$ cat src/rtl/input_conditioner.sv
// Per-bit 2-flop synchroniser, debounce counter and registered edge pulses
// for raw buttons and switches, all in the single CLK domain.
module input_conditioner #(
  parameter int NBTN            = 4,
  parameter int NSW             = 8,
  parameter int DEBOUNCE_CYCLES = 120000
) (
  input  logic            CLK,
  input  logic            RST_N,
  input  logic [NBTN-1:0] btn_raw,
  input  logic [NSW-1:0]  sw_raw,
  output logic [NBTN-1:0] btn_level,
  output logic [NBTN-1:0] btn_press,
  output logic [NBTN-1:0] btn_release,
  output logic [NSW-1:0]  sw_level,
  output logic [NSW-1:0]  sw_change
);

  localparam int CNT_W = $clog2(DEBOUNCE_CYCLES);
  localparam int NCH   = NBTN + NSW;
  localparam logic [CNT_W-1:0] CNT_MAX = CNT_W'(DEBOUNCE_CYCLES - 1);

  // Buttons occupy the low channel indices, switches the high ones.
  logic [NCH-1:0]   raw;
  logic [NCH-1:0]   s1;
  logic [NCH-1:0]   s2;
  logic [NCH-1:0]   stable;
  logic [NCH-1:0]   rise;
  logic [NCH-1:0]   fall;
  logic [CNT_W-1:0] cnt [NCH];

  assign raw = {sw_raw, btn_raw};

  always_ff @(posedge CLK) begin
    if (!RST_N) begin
      s1     <= '0;
      s2     <= '0;
      stable <= '0;
      rise   <= '0;
      fall   <= '0;
      for (int unsigned i = 0; i < NCH; i++) cnt[i] <= '0;
    end else begin
      s1   <= raw;
      s2   <= s1;
      rise <= '0;
      fall <= '0;
      for (int unsigned i = 0; i < NCH; i++) begin
        if (s2[i] == stable[i]) begin
          cnt[i] <= '0;
        end else if (cnt[i] == CNT_MAX) begin
          // Level and pulse change on the same edge.
          stable[i] <= s2[i];
          rise[i]   <= s2[i];
          fall[i]   <= ~s2[i];
          cnt[i]    <= '0;
        end else begin
          cnt[i] <= cnt[i] + 1'b1;
        end
      end
    end
  end

  assign btn_level   = stable[NBTN-1:0];
  assign btn_press   = rise[NBTN-1:0];
  assign btn_release = fall[NBTN-1:0];
  assign sw_level    = stable[NCH-1:NBTN];
  assign sw_change   = rise[NCH-1:NBTN] | fall[NCH-1:NBTN];

endmodule

$ cat config.mk
export PLATFORM = sky130hd
export DESIGN_NAME = input_conditioner
export DESIGN_NICKNAME = d
export VERILOG_FILES = /design/src/rtl/input_conditioner.sv
export SDC_FILE = /design/constraint.sdc
export NUM_CORES = 1
export LEC_CHECK = 0
export BUFFER_PORTS_ARGS = -buffer_cell sky130_fd_sc_hd__buf_2
export CAP_MARGIN = 20
export CORE_MARGIN = 5
export CORE_UTILIZATION = 35
export CTS_BUF_LIST = sky130_fd_sc_hd__clkbuf_4 sky130_fd_sc_hd__clkbuf_8 sky130_fd_sc_hd__clkbuf_16
export DETAILED_ROUTE_END_ITERATION = 8
export MAX_ROUTING_LAYER = met4
export SYNTH_ARGS = -nofsm -noshare
export SYNTH_HDL_FRONTEND = slang
export SYNTH_SLANG_ARGS = --single-unit
$ cat constraint.sdc
create_clock -name CLK -period 5.85 [get_ports CLK]
set_input_delay 0.585 -clock CLK [delete_from_list [all_inputs] [get_ports CLK]]
set_output_delay 0.585 -clock CLK [all_outputs]
set_load 0.05 [all_outputs]
; ---- After elaboration in Yosys (flattened, before gate mapping)
; Memory sizes are Yosys's and may differ from the RTL's.
; Cells that the tools add are included.
; Widths: inputs -> output; s select.
[totals]
regBits = 60
ram_bits = 204
in_bits = 14
memories = 1
[memory_table]
columns = name, depth, width, rd, rd_clocked_by_memory_dff, write_ports, line_no
row1 = cnt, 12, 17, 12, 0, 12, 30  ; logic [CNT_W-1:0] cnt [NCH];
[op_classes]
addsub = 12
n_eq_ne = 24
n_mux = 169
n_bitwise = 74
n_reduce_logical = 24
[op_table]
columns = cell, count
row1 = $mux 17, 36
row2 = $add 17x1->17 const B, 12
row3 = $eq 17x17->1 const B, 12
row4 = $mux 1, 133
row5 = $not 1->1, 37
row6 = $or 1x1->1, 36
row7 = $reduce_or 3->1, 12
row8 = $reduce_and 2->1, 12
row9 = $eq 1x1->1, 12
row10 = $or 8x8->8, 1

; ---- Depth between registers and ports, before layout
[logic_depth]
ltp_word = 7
mapped_depth = 7
mapped_depth_nobuf = 5

; ---- Least setup slack after synthesis
; Ideal clock, no wire load.
[synth_timing]
kind = flip-flop to flip-flop
from = mem cnt[1][40] (netlist bit)
to = mem cnt[1][43] (netlist bit), data pin
setup_time_ps = 254
arrival_time_ps = 1983
required_time_ps = 5596
slack_ps = 3612
path_stages_with_launch = 7
cell_sequence = edfxtp_1 > buf_6 > or4b_4 > or4b_4 > o211ai_4 > buf_6 > nor2_1
[synth_lines]
columns = element, line_no
row1 = "start, declared", 30

==> results.toml <==
[setup_path]
required_ns = 6.12
crit_path_start_kind = "flop"
critPathKind = "reg2reg"
path_max_fanout = 17
cp_data_arrival_time_ns = 2.77
worst_setup_path_end_kind = "flop"

[global_routing]
grt_pass1_vias = 8958
antenna_found_initial = 0
grtUsageTotal = 0.1172
grt_pass1_wl_um = 41260
overflow = 0
grt_max_degree = 63

[yosys]
synth.top_cell.area_share = 0.4620
yosys.area.top_type = "edfxtp_1"
synth.avg_cell_area_um2 = 10.65
synth-seq-cells = 264
ys_seq_area_frac = 0.5526
synth_warnings = 0
ys.flop_type = "edfxtp_1"
synth_cells = 1245
synth_area_um2 = 13260
synth_area_leaders = "edfxtp_1 46%, dfxtp_1 9.1%, xnor2_1 7.5%"
async_flop_share = 0
synth_edf_count = 204
ys_types = 50

[routing]
vias = 9237
drt_wl_total_um = 24080
drtIter0Drc = 618
first_pass_iters = 5
via_per_inst = 4.580
drc = 0
wl_per_cell_um = 11.94
antenna_left = 0

[timing]
drv_slew = 0
slew_headroom = 0.4778
fin_crit_ns = 2.500
hold_violations = 0
max_slew.worst_pin.slew_ns = 0.7809
fin_crit_sh = 0.4274
finalClockSkew_ns = 0.02106
rsz0062_at_grt = "false"
tns_ns = 0
fmax_mhz = 400.0
setup_viol = 0

[die]
fp.dieH_um = 204.6
boundaryPins = 42
initial_utilization = 0.3529
dieArea_um2 = 41880
rows = 71
fp.dieW_um = 204.6
design.core.area_um2 = 37580

[placement]
gp_congestion = 0.7818
io_buffers = 41
hpwl_um = 16710

[outcome]
status = "finished, final reports clean"

[power_and_ir_drop]
sequentialPowerShare = 0.506
vdd_drop_max_mv = 0.2506
powerDensity_nw_per_um2 = 271.4
internal-power_mw = 3.371
pwr-share-comb = 0.035
leakagePower_nw = 5.524
total_power_mw = 4.285
p_clk_frac = 0.459
switchingPower_mw = 0.9135
switching_share = 0.2132

[clock_tree]
cts_resized = 0
cts.clk_slew.worst_paths_ns = 0.06
root_buffer = "clkbuf_16"
htree_levels = 1
numCtsBuffers = 30
clock_latency_ns = 0.56
cts_tree = "yes"
hold_buffers = 0
clk_path_buf_depth = 3
cts_setup_buffers = 0
cts.sinks = 264

[final_layout]
layout_commonest_cell = "nor2_1"
layout_common_cells = "218 x nor2_1, 204 x edfxtp_1, 204 x conb_1, 113 x xnor2_1, 82 x nand3_1"
diodes = 0
fillers = 3638
fin_nets = 1508
fin_util = 0.4200
layout-drive-gt1-share = 0.08566
areaGrowthSynthToFinish_pct = 19.03

[job]
drv_cap = 0

[min_path]
min_path_type = "in2reg"
==> cell families after synthesis <==
logic type               Yosys count  share of synthesized area
AO/OA/AOI/OAI                     39                    0.02104
XOR/XNOR                         181                     0.1196
adder cells (fa/ha/maj)           12                    0.01132
buffers and inverters             85                    0.02821
flip-flops                       264                     0.5526
multiplexers                       6                   0.004529
other                              1                  0.0002828
AND/OR/NAND/NOR                  657                     0.2625
==> worst max-delay path, stage by stage, from the launching register on <==
cell	delay, ns
edfxtp_1	0.45
or4b_1	0.55
or4_4	0.51
o211ai_2	0.60
nor2_1	0.11
==> final timing paths <==
| kind | endpoint | startpoint | cells past startpoint | slack [ns] |
|---|---|---|---|---|
| worst max-delay path | cnt[1][14] | cnt[1][11] | 4 | 3.35 |
| worst min-delay path | s1[2] | btn_raw[2] | 2 | 0.23 |
| worst max register to register | cnt[1][14] | cnt[1][11] | 4 | 3.35 |
| worst min register to register | s2[11] | s1[11] | 1 | 0.42 |
==> power by group through the flow <==
stage | Sequential [mW] | Combinational (mW) | Clock (mW)
CTS | 2.17 | 0.148 | 2.04
finish | 2.17 | 0.149 | 1.97
global placement | 2.20 | 0.145 | 0
detailed placement | 2.21 | 0.146 | 0
floorplan | 2.18 | 0.128 | 0
global route | 2.18 | 0.174 | 2.11
==> state kept, by name, indices dropped and copies added, names as in the netlist <==
register,flops
s1,12
stable,12
rise,12
fall,12
s2,12
cnt,204
==> area by class of cell <==
| cell class | count | area, um^2 | area share |
|---|---|---|---|
| Tap cell | 511 | 639.4 | 0.04051 |
| Clock inverter | 8 | 75.07 | 0.004756 |
| Sequential cell | 264 | 7327 | 0.4642 |
| Multi-Input combinational cell | 1099 | 6321 | 0.4005 |
| Inverter | 39 | 146.4 | 0.009275 |
| Clock buffer | 48 | 1006 | 0.06373 |
| Timing Repair Buffer | 48 | 269.0 | 0.01704 |
==> cell usage after synthesis, drive strengths merged, types with 2 or more instances <==
cell type / number
or2: 13
nand4: 76
nor3: 28
a31o: 2
xnor2: 113
or4bb: 2
nor4: 60
o21a: 2
inv: 39
a21oi: 13
o211ai: 5
or3: 13
and3: 19
and4: 15
nor2b: 11
o31ai: 6
edfxtp: 204
nor4b: 6
nor3b: 5
or4b: 7
and4b: 8
clkbuf: 30
xor2: 68
ha: 12
nand2: 51
nand3: 82
and2: 27
mux2i: 6
dfxtp: 60
nor4bb: 5
buf: 16
or4: 9
o21ai: 9
nor2: 218
==> metal layers <==
| metal | global-route usage | vias to the layer above | wire length, um |
|---|---|---|---|
| li1 | - | 4792 | - |
| met1 | 0.1506 | 4317 | 11520 |
| met2 | 0.1911 | 92 | 11090 |
| met3 | 0.02264 | 36 | 964 |
| met4 | 0.03159 | 0 | 499 |
| met5 | - | - | 0 |
==> stage by stage <==
stage / instances / area (um^2) / hold slack (ns) / setup slack, ns
2_1_floorplan: 1448 / 14020 / 0.4119 / 3.612
3_3_place_gp: 1958 / 14670 / 0.4144 / 3.101
3_5_place_dp: 1961 / 14700 / 0.4185 / 3.027
4_1_cts: 2017 / 15780 / 0.2022 / 3.316
5_1_grt: 2017 / 15780 / 0.2109 / 3.107
6_report: 2017 / 15780 / 0.2315 / 3.350
Note: power is estimated with default switching activity, not from simulation.
